===== config.mk =====
export PLATFORM = sky130hd
export DESIGN_NAME = audio_event_scheduler
export DESIGN_NICKNAME = d
export VERILOG_FILES = /design/src/rtl/audio_event_scheduler.sv
export SDC_FILE = /design/constraint.sdc
export NUM_CORES = 1
export LEC_CHECK = 0
export CAP_MARGIN = 20
export CORE_UTILIZATION = 56
export DETAILED_ROUTE_END_ITERATION = 10
export PLACE_DENSITY = 0.77
export RECOVER_POWER = 100
export REMOVE_ABC_BUFFERS = 1
export SYNTH_ARGS = -nofsm -noshare
export SYNTH_HDL_FRONTEND = slang
export SYNTH_SLANG_ARGS = --single-unit

===== constraint.sdc =====
create_clock -name clk -period 5.73 [get_ports clk]
set_clock_uncertainty 0.05 [all_clocks]
set_input_delay 1.719 -clock clk [delete_from_list [all_inputs] [get_ports clk]]
set_output_delay 1.719 -clock clk [all_outputs]
set_load 0.005 [all_outputs]

===== src/rtl/audio_event_scheduler.sv =====
// audio_event_scheduler
// Shares one tone player between the countdown-tick, goal and finish events.
// Single-cycle request pulses are latched as pending bits. The highest-priority
// pending event is granted the player. Each tone is timed and then followed by
// a silence gap. A finish request preempts any other tone that is playing.
module audio_event_scheduler #(
  parameter int unsigned TICK_DIV = 32'd100000,
  parameter int unsigned CNT_MS   = 32'd150,
  parameter int unsigned GOAL_MS  = 32'd300,
  parameter int unsigned END_MS   = 32'd1000,
  parameter int unsigned GAP_MS   = 32'd50
) (
  input  logic       clk,
  input  logic       rst,
  input  logic       req_cnt_i,
  input  logic       req_goal_i,
  input  logic       req_end_i,
  input  logic       cancel_i,
  input  logic       mute_i,
  output logic [1:0] tone_sel_o,
  output logic       tone_en_o,
  output logic       busy_o,
  output logic       grant_o,
  output logic [7:0] drop_cnt_o
);

  // Cycle lengths of each phase (products must fit in 32 bits)
  localparam logic [31:0] CNT_CYC  = CNT_MS  * TICK_DIV;
  localparam logic [31:0] GOAL_CYC = GOAL_MS * TICK_DIV;
  localparam logic [31:0] END_CYC  = END_MS  * TICK_DIV;
  localparam logic [31:0] GAP_CYC  = GAP_MS  * TICK_DIV;
  localparam logic [31:0] GAP_LAST = GAP_CYC - 32'd1;

  // Source encoding matches tone_sel; pending bit index is (source - 1)
  localparam logic [1:0] SRC_NONE = 2'd0;
  localparam logic [1:0] SRC_CNT  = 2'd1;
  localparam logic [1:0] SRC_GOAL = 2'd2;
  localparam logic [1:0] SRC_END  = 2'd3;

  typedef enum logic [1:0] {
    S_IDLE = 2'd0,
    S_PLAY = 2'd1,
    S_GAP  = 2'd2
  } state_t;

  // Fixed priority: end > goal > cnt
  function automatic logic [1:0] pick_src(input logic [2:0] pend);
    logic [1:0] src;
    if (pend[2]) begin
      src = SRC_END;
    end else if (pend[1]) begin
      src = SRC_GOAL;
    end else if (pend[0]) begin
      src = SRC_CNT;
    end else begin
      src = SRC_NONE;
    end
    return src;
  endfunction

  // Pending-bit mask for a source
  function automatic logic [2:0] src_mask(input logic [1:0] src);
    logic [2:0] mask;
    case (src)
      SRC_CNT:  mask = 3'b001;
      SRC_GOAL: mask = 3'b010;
      SRC_END:  mask = 3'b100;
      default:  mask = 3'b000;
    endcase
    return mask;
  endfunction

  // Tone length in clock cycles for a source
  function automatic logic [31:0] dur_of(input logic [1:0] src);
    logic [31:0] dur;
    case (src)
      SRC_CNT:  dur = CNT_CYC;
      SRC_GOAL: dur = GOAL_CYC;
      SRC_END:  dur = END_CYC;
      default:  dur = CNT_CYC;
    endcase
    return dur;
  endfunction

  // Number of set bits in a 3-bit mask
  function automatic logic [1:0] pop3(input logic [2:0] m);
    return {1'b0, m[0]} + {1'b0, m[1]} + {1'b0, m[2]};
  endfunction

  // Saturating add of up to three drops onto the 8-bit counter
  function automatic logic [7:0] sat_add(input logic [7:0] cnt, input logic [1:0] inc);
    logic [8:0] sum;
    sum = {1'b0, cnt} + {7'd0, inc};
    return sum[8] ? 8'hFF : sum[7:0];
  endfunction

  state_t      state_q, state_d;
  logic [1:0]  src_q, src_d;
  logic [31:0] timer_q, timer_d;
  logic [2:0]  pend_q, pend_d;
  logic [7:0]  drop_q, drop_d;
  logic [1:0]  tone_sel_q, tone_sel_d;
  logic        tone_en_q, tone_en_d;
  logic        grant_q, grant_d;

  logic        start_s;      // a source is granted the player at this edge
  logic [31:0] play_last_s;  // final timer value of the current tone
  logic [2:0]  req_s;
  logic [2:0]  clr_s;
  logic [2:0]  drop_hit_s;

  assign req_s       = {req_end_i, req_goal_i, req_cnt_i};
  assign play_last_s = dur_of(src_q) - 32'd1;

  // FSM state register
  always_ff @(posedge clk) begin
    if (rst) begin
      state_q <= S_IDLE;
      src_q   <= SRC_NONE;
    end else begin
      state_q <= state_d;
      src_q   <= src_d;
    end
  end

  // FSM next state: grant from IDLE, finish preempts, timed PLAY/GAP exits, cancel wins
  always_comb begin
    state_d = state_q;
    src_d   = src_q;
    start_s = 1'b0;
    if (cancel_i) begin
      state_d = S_IDLE;
      src_d   = SRC_NONE;
    end else begin
      case (state_q)
        S_IDLE: begin
          if (pend_q != 3'b000) begin
            state_d = S_PLAY;
            src_d   = pick_src(pend_q);
            start_s = 1'b1;
          end else begin
            state_d = S_IDLE;
          end
        end
        S_PLAY: begin
          if ((src_q != SRC_END) && pend_q[2]) begin
            // The preempted tone is abandoned; the finish tone starts afresh
            state_d = S_PLAY;
            src_d   = SRC_END;
            start_s = 1'b1;
          end else if (timer_q == play_last_s) begin
            state_d = S_GAP;
            src_d   = SRC_NONE;
          end else begin
            state_d = S_PLAY;
          end
        end
        S_GAP: begin
          // Pending requests are held here and only granted from IDLE
          if (timer_q == GAP_LAST) begin
            state_d = S_IDLE;
          end else begin
            state_d = S_GAP;
          end
        end
        default: begin
          state_d = S_IDLE;
          src_d   = SRC_NONE;
        end
      endcase
    end
  end

  // Pending bits, drop accounting and phase timer next values
  always_comb begin
    clr_s      = start_s ? src_mask(src_d) : 3'b000;
    // A request on its own grant edge re-arms the bit rather than being dropped
    drop_hit_s = req_s & pend_q & ~clr_s;
    if (cancel_i) begin
      pend_d = 3'b000;
      drop_d = drop_q;
    end else begin
      pend_d = (pend_q & ~clr_s) | req_s;
      drop_d = sat_add(drop_q, pop3(drop_hit_s));
    end
    if (start_s || (state_d != state_q) || (state_d == S_IDLE)) begin
      timer_d = 32'd0;
    end else begin
      timer_d = timer_q + 32'd1;
    end
  end

  // Datapath registers
  always_ff @(posedge clk) begin
    if (rst) begin
      pend_q  <= 3'b000;
      drop_q  <= 8'd0;
      timer_q <= 32'd0;
    end else begin
      pend_q  <= pend_d;
      drop_q  <= drop_d;
      timer_q <= timer_d;
    end
  end

  // FSM outputs: tone select/enable follow the next state, grant marks a new tone
  always_comb begin
    if (state_d == S_PLAY) begin
      tone_sel_d = src_d;
      tone_en_d  = ~mute_i;
    end else begin
      tone_sel_d = SRC_NONE;
      tone_en_d  = 1'b0;
    end
    grant_d = start_s;
  end

  // Output registers
  always_ff @(posedge clk) begin
    if (rst) begin
      tone_sel_q <= SRC_NONE;
      tone_en_q  <= 1'b0;
      grant_q    <= 1'b0;
    end else begin
      tone_sel_q <= tone_sel_d;
      tone_en_q  <= tone_en_d;
      grant_q    <= grant_d;
    end
  end

  assign tone_sel_o = tone_sel_q;
  assign tone_en_o  = tone_en_q;
  assign grant_o    = grant_q;
  assign busy_o     = (state_q != S_IDLE);
  assign drop_cnt_o = drop_q;

endmodule


# Yosys cells after proc, flatten, opt, wreduce, memory -nomap -nowiden
# Cells that the tools add are included.
[classes]
addsub = 5
eq_ne = 12
muxes = 22
bitwise = 7
reduce_logical = 10
[op_table]
columns = ["cell", "count"]
rows = [
  ["27-bit one-hot mux with 2 select lines", 1],
  ["32-bit by 1-bit adder with 32-bit output, second input constant", 1],
  ["32-bit by 23-bit == test with 1-bit output, second input constant", 1],
  ["32-bit == test", 1],
  ["32-bit by 1-bit subtractor with 32-bit output, second input constant", 1],
  ["2-bit two-way mux", 10],
  ["2-bit one-hot mux with 3 select lines", 2],
  ["2-bit == test, second input constant", 5],
  ["8-bit by 2-bit adder with 9-bit output", 1],
  ["3-bit AND", 3],
  ["3-bit one-hot mux with 3 select lines", 1],
  ["8-bit two-way mux", 1],
  ["2-bit by 1-bit == test with 1-bit output, second input constant", 3],
  ["2-bit OR reduction", 3],
  ["1-bit two-way mux", 5],
  ["2-bit zero test", 2],
  ["3-bit two-way mux", 1],
  ["3-bit NOT", 1],
  ["3-bit bitwise OR", 1],
  ["3-bit nonzero test", 1],
  ["1-bit by 1-bit adder with 2-bit output", 1],
  ["2-bit by 1-bit adder with 2-bit output", 1],
  ["1-bit logical OR", 2],
  ["2-bit inequality test", 1],
  ["other kinds (5)", 6],
]
[totals]
ff_bits = 51
input_bits = 7
output_inout_bits = 13
word_cells = 64

# Longest topological paths before layout
# Gate-level depths: netlist (run 1).
[logic_depth]
ltp_word = 17
mapped_depth = 17
mapped_depth_nobuf = 16

# Worst setup path after synthesis (run 1)
# OpenSTA, ideal clock, no wires.
[synth_path]
kind = "in2reg"
start = "in cancel_i"
end = "reg drop_q[0], in the netlist drop_cnt_o[0]"
setup_ps = 132
arrival_time_ps = 4344
t_required_ps = 5548
slack_ps = 1204
path_stages = 14
n_path_buf = 1
cell_sequence = "clkbuf_1 a21o_1 nor2_1 o21ai_2 a31o_2 fa_1 inv_1 ha_1 fa_1 nor2b_1 and3_1 and3_1 nand3_1 a21oi_1"
[synth_between]
elab_chain_cells = 10
word_cells_on_any_way = 13
cone_classes = "3 x add/sub; 3 x eq/ne; 5 x mux; 2 x bitwise"
[synth_rtl]
columns = ["element", "line", "source"]
rows = [
  ["start: declaration", "18", "input logic cancel_i,"],
  ["2-bit two-way mux", "131", "if (cancel_i) begin"],
  ["2-bit == test / 2-bit by 1-bit == test with 1-bit output (equally long branches)", "64", "case (src)"],
  ["3-bit one-hot mux with 3 select lines", "64", ""],
  ["3-bit two-way mux", "176", "clr_s = start_s ? src_mask(src_d) : 3'b000;"],
  ["3-bit NOT", "178", "drop_hit_s = req_s & pend_q & ~clr_s;"],
  ["3-bit AND", "178", ""],
  ["1-bit by 1-bit adder with 2-bit output", "87", "return {1'b0, m[0]} + {1'b0, m[1]} + {1'b0, m[2]};"],
  ["2-bit by 1-bit adder with 2-bit output", "87", ""],
  ["8-bit by 2-bit adder with 9-bit output", "93", "sum = {1'b0, cnt} + {7'd0, inc};"],
  ["8-bit two-way mux", "94", "return sum[8] ? 8'hFF : sum[7:0];"],
  ["end signal: assignment", "201", "drop_q <= drop_d;"],
  ["end: declaration", "101", "logic [7:0] drop_q, drop_d;"],
]
# Parallel ways exist; a longest one is shown, timed or not.
# A chain may end at the register's enable or synchronous reset.

# Worst setup path in the final report (run 1)
[layout_path]
start = "in cancel_i"
end = "reg drop_q[2], in the netlist drop_cnt_o[2]"
# Same word-level chain as after synthesis.

==> impl_metrics.env, run 1 <==
export IMPL_finalSetupViolations=0
export IMPL_holdBufCountCts=0
export IMPL_violations="capacitance limit, slew limit"
export IMPL_post_cts_buffers=0
export IMPL_postSynthCellCount=324
export IMPL_synth_seq_area_share=0.374
export IMPL_crit_fanout=8
export IMPL_ys_seq_elements=51
export IMPL_postCtsResizedCells=0
export IMPL_max_stage_delay_ps=670
export IMPL_hold_viol_final=0
export IMPL_grt_pass1_vias=2149
export IMPL_core_um2=4690
export IMPL_row_count=25
export IMPL_crit_arrival_ps=5270
export IMPL_vias_per_cell=5.77
export IMPL_synth_top_area_share=0.374
export IMPL_grt_max_degree=33
export IMPL_clockBufferDepth=2
export IMPL_tightest_slew_ps=1750
export IMPL_startpoint_type="input pin"
export IMPL_ys_top_cells_by_area="dfxtp_1 (37%), nor2_1 (6.7%), xnor2_1 (5.8%)"
export IMPL_power_density_nw_per_um2=220
export IMPL_max_freq_mhz=194
export IMPL_dr_first_iter_drc_count=96
export IMPL_crit_chain="dlygate4sd3_1, a21o_1, nor2_1, o21ai_0, a31o_2, fa_1, inv_1, ha_1, fa_1, nor2b_1, and3_1, and3_1, nand3_1, a21oi_1"
export IMPL_gr_max_usage_layer="met2"
export IMPL_drt_wl_total_um=5560
export IMPL_diodes=0
export IMPL_end_kind="flip-flop"
export IMPL_met3_usage=0.0422
export IMPL_synth_edff_count=0
export IMPL_vias=2263
export IMPL_grt_antenna_before_repair=0
export IMPL_fin_crit_sh=0.898
export IMPL_cts_tree="built"
export IMPL_rsz0062_at_grt="false"
export IMPL_path_buf_inv=2
export IMPL_synth_cell_type_count=56
export IMPL_slew_headroom=-0.168
export IMPL_die_w_um=71.8
export IMPL_finalMaxSlewViolations=33
export IMPL_maxCapViolCount=1
export IMPL_ir_worst_vdd_mv=0.153
export IMPL_initial_utilization=0.582
export IMPL_yosys_warnings=0
export IMPL_clkSinkCount=51
export IMPL_grtUsageMet1=0.305
export IMPL_cts_root_buffer="clkbuf_8"
export IMPL_die_area_um2=5160
export IMPL_grt_total_usage=0.231
export IMPL_period_minus_slack_ps=5150
export IMPL_place_hpwl_um=3960
export IMPL_grt_pass1_wl_um=9490
export IMPL_dp_cells=384
export IMPL_fillCellCount=410
export IMPL_drc=0
export IMPL_gr_total_overflow=0
export IMPL_path_clk_slew_ps=90
export IMPL_crit_slowest_cell="dlygate4sd3_1"
export IMPL_area_growth_pct=10.6
export IMPL_outcome="finished with violations"
export IMPL_p_leak_nw=1.08
export IMPL_ant_nets=0
export IMPL_final_nets=349
export IMPL_hold_class="flip-flop to flip-flop"
export IMPL_die_y_um=71.8
export IMPL_fin_tns_setup_ps=0
export IMPL_required_ps=5850
export IMPL_syn_area_per_cell_um2=8.42
export IMPL_path_class="input pin to flip-flop"
export IMPL_synthArstFlopShare=0
export IMPL_dr_pass1_iters=4
export IMPL_io_buffers=19
export IMPL_htreeDepth=2
export IMPL_syn_area_um2=2730
export IMPL_numCtsBuffers=5
export IMPL_power_total_mw=0.664
export IMPL_drive_above_1_share=0.0740
export IMPL_synthFlopType="dfxtp_1"
export IMPL_gp_congestion=0.866
export IMPL_ioPinCount=20
export IMPL_use_met2=0.382
export IMPL_critPathTopFamily="adder cells"
export IMPL_synth_top_area_cell="dfxtp_1"
export IMPL_wl_per_cell_um=14.2
export IMPL_clock_latency_ps=300
export IMPL_finalNonFillerCells=392
==> routing by layer <==
layer	up-vias	wire [um]
met5	-	0
met4	0	71
met3	6	244
met2	55	2650
met1	1063	2590
li1	1139	-
==> cell usage in the layout (no fill, tap or decap), types with 2 or more instances in the layout <==
master / instances
a211oi_1: 4
dfxtp_1: 51
inv_1: 11
clkbuf_8: 6
xnor2_1: 18
nor4_1: 5
o211ai_1: 2
nor4bb_1: 2
nor3_1: 6
mux2i_1: 4
o21ai_0: 4
clkdlybuf4s50_1: 4
and2_1: 3
nand3_1: 17
nand4_1: 6
o2111ai_1: 2
and3_1: 10
dlygate4sd3_1: 15
nor2_2: 10
nand2_1: 23
a21oi_1: 19
a2bb2oi_1: 2
fa_1: 2
o21bai_1: 2
xor2_1: 17
nand2b_1: 4
and4_1: 2
nor2_1: 49
nor2b_1: 6
ha_1: 3
or3_1: 3
a21boi_0: 2
==> cell usage after synthesis (all sizes together) (7+ instances only) <==
cell    count
nor2       59
dfxtp      51
nand2      24
xnor2      18
inv        11
nand3      17
nand4       7
clkbuf      8
xor2       17
a21oi      19
nor3        7
and3       10
==> layout make-up <==
type / instances / area, um2 / area share
multi-input cells: 249 / 1580 / 0.524
flip-flops and latches: 51 / 1020 / 0.338
repair buffers: 19 / 190 / 0.0630
clock buffers: 6 / 82.6 / 0.0274
well taps: 54 / 67.6 / 0.0224
inverters: 11 / 41.3 / 0.0137
clock inverters: 2 / 35.0 / 0.0116
==> state kept, by name (all words and copies together), names as in the netlist <==
signal,flops
tone_sel_o,2
timer_q,32
tone_en_o,1
pend_q,3
drop_cnt_o,8
src_q,2
state_q,2
grant_o,1
==> per-stage QoR <==
stage	util	hold slack, ps	cell area [um2]	setup WS [ps]
floorplan	-	390	2660	1420
global placement	0.621	408	2910	624
detailed placement	0.621	416	2910	524
CTS	0.646	441	3030	837
global route	0.643	459	3020	415
finish	0.643	440	3020	583
==> power breakdown <==
part           total [mW]  internal, mW  switching (mW)
combinational      0.0439        0.0188          0.0251
clock               0.256         0.141           0.114
sequential          0.365         0.358         0.00618
total               0.664         0.518           0.146
==> cells by family (layout without fill, tap and decap cells) <==
family                   count (synthesis)  count (layout)  synth area share
XOR/XNOR                                35              35             0.112
flip-flops                              51              51             0.374
multiplexers                             4               4            0.0147
adder cells (fa/ha/maj)                  5               5            0.0284
buffers and inverters                   24              38            0.0417
AND/OR/NAND/NOR                        159             159             0.313
AO/OA/AOI/OAI                           46              46             0.116
==> worst paths after layout <==
check                                 from            end  slack [ps]  cells past startpoint
worst min-delay path            timer_q[0]     timer_q[0]         440                      1
worst max register to register    src_q[1]  drop_cnt_o[2]        1000                     15
worst min register to register  timer_q[0]     timer_q[0]         440                      1
worst max-delay path              cancel_i  drop_cnt_o[2]         580                     14
(Power assumes the default switching activity.)
==> run 2, diff against run 1 <==
--- a/config.mk
+++ b/config.mk
@@ -6,6 +6,7 @@
 export NUM_CORES = 1
 export LEC_CHECK = 0
 export CAP_MARGIN = 20
+export CORE_MARGIN = 5
 export CORE_UTILIZATION = 56
 export DETAILED_ROUTE_END_ITERATION = 10
 export PLACE_DENSITY = 0.77
==> impl_metrics.env, run 2 (same netlist as run 1, synthesis figures left out) <==
export IMPL_required_ps=5870
export IMPL_ioPinCount=20
export IMPL_holdWs_ps=434
export IMPL_grt_total_usage=0.180
export IMPL_tightest_slew_ps=1730
export IMPL_path_class="input pin to flip-flop"
export IMPL_power_total_mw=0.623
export IMPL_hold_viol_final=0
export IMPL_row_count=25
export IMPL_numCtsBuffers=5
export IMPL_outcome="finished with violations"
export IMPL_ant_nets=0
export IMPL_ir_worst_vdd_mv=0.172
export IMPL_grt_antenna_before_repair=0
export IMPL_io_buffers=19
export IMPL_post_cts_buffers=0
export IMPL_htreeDepth=2
export IMPL_diodes=0
export IMPL_period_minus_slack_ps=5060
export IMPL_clock_latency_ps=310
export IMPL_grt_pass1_vias=1986
export IMPL_initial_utilization=0.578
export IMPL_fin_tns_setup_ps=0
export IMPL_finalSetupViolations=0
export IMPL_vias=2250
export IMPL_fin_crit_sh=0.884
export IMPL_path_clk_slew_ps=100
export IMPL_dr_pass1_iters=5
export IMPL_gp_congestion=0.885
export IMPL_die_y_um=79.8
export IMPL_die_w_um=79.8
export IMPL_place_hpwl_um=3920
export IMPL_area_growth_pct=10.3
export IMPL_hold_class="flip-flop to flip-flop"
export IMPL_max_freq_mhz=197
export IMPL_violations="capacitance limit, slew limit"
export IMPL_drt_wl_total_um=5440
export IMPL_top_register="timer_q"
export IMPL_slew_headroom=-0.156
export IMPL_most_common_layout_cells="dfxtp_1 (51), nor2_1 (49), nand2_1 (23)"
export IMPL_crit_fanout=8
export IMPL_postCtsResizedCells=0
export IMPL_wl_per_cell_um=13.4
export IMPL_grt_pass1_wl_um=9140
export IMPL_clockBufferDepth=2
export IMPL_vias_per_cell=5.56
export IMPL_die_area_um2=6370
export IMPL_cts_root_buffer="clkbuf_8"
export IMPL_crit_arrival_ps=5200
export IMPL_drc=0
export IMPL_end_kind="flip-flop"
export IMPL_p_leak_nw=1.07
export IMPL_grt_max_degree=33
export IMPL_cts_tree="built"
export IMPL_holdBufCountCts=0
export IMPL_startpoint_type="input pin"
export IMPL_final_common_cell="dfxtp_1"
export IMPL_finalMaxSlewViolations=33
export IMPL_dr_first_iter_drc_count=153
export IMPL_core_um2=4720
export IMPL_largest_reg_flops=32
export IMPL_maxCapViolCount=1
export IMPL_clkSinkCount=51
export IMPL_rsz0062_at_grt="false"
export IMPL_power_density_nw_per_um2=207
export IMPL_gr_total_overflow=0
export IMPL_final_nets=349
export IMPL_drive_above_1_share=0.0740
==> run 2: changes by cell type in the layout (fill, tap and decap cells not counted) <==
cell and delta:
bufinv_16 -1, clkbuf_8 -1, clkinv_4 +1, inv_6 +1
==> run 2: worst max-delay path, stage by stage <==
cell	delay, ps
dlygate4sd3_1	670
a21o_1	210
nor2_1	90
o21ai_0	220
a31o_2	280
fa_1	500
inv_1	40
ha_1	210
fa_1	350
nor2b_1	160
and3_1	240
and3_1	200
nand3_1	200
a21oi_1	100
==> run 2: layout make-up <==
type,count,area (um2)
Clock buffer,5,68.8
Clock inverter,3,22.5
Fill cell,427,1710
Inverter,11,41.3
Multi-Input combinational cell,249,1580
Sequential cell,51,1020
Tap cell,67,83.8
Timing Repair Buffer,19,190
==> run 2: routing by layer <==
metal	track usage	wire, um	vias up
met3	0.0485	265	4
met1	0.247	2660	1058
li1	-	-	1149
met2	0.277	2470	39
met5	0	0	-
met4	0.0490	53	0
==> run 2: final timing paths <==
kind / start / end / slack (ps) / cells past startpoint
max: cancel_i / drop_cnt_o[3] / 670 / 14
min: timer_q[0] / timer_q[0] / 430 / 1
max reg2reg: src_q[1] / drop_cnt_o[3] / 1150 / 15
min reg2reg: timer_q[0] / timer_q[0] / 430 / 1
==> run 2: stage by stage <==
step | worst slack, ps | cell area (um2) | utilization | cells
after floorplan | 1420 | 2660 | - | 311
after global placement | 605 | 2930 | 0.620 | 397
after detailed placement | 540 | 2930 | 0.620 | 397
after CTS | 889 | 3020 | 0.640 | 405
after global routing | 471 | 3010 | 0.637 | 405
final | 665 | 3010 | 0.637 | 405
==> run 2: where the power goes <==
group	switching, mW	total [mW]	internal [mW]
registers	0.00607	0.365	0.358
clock network	0.128	0.215	0.0878
logic	0.0244	0.0432	0.0188
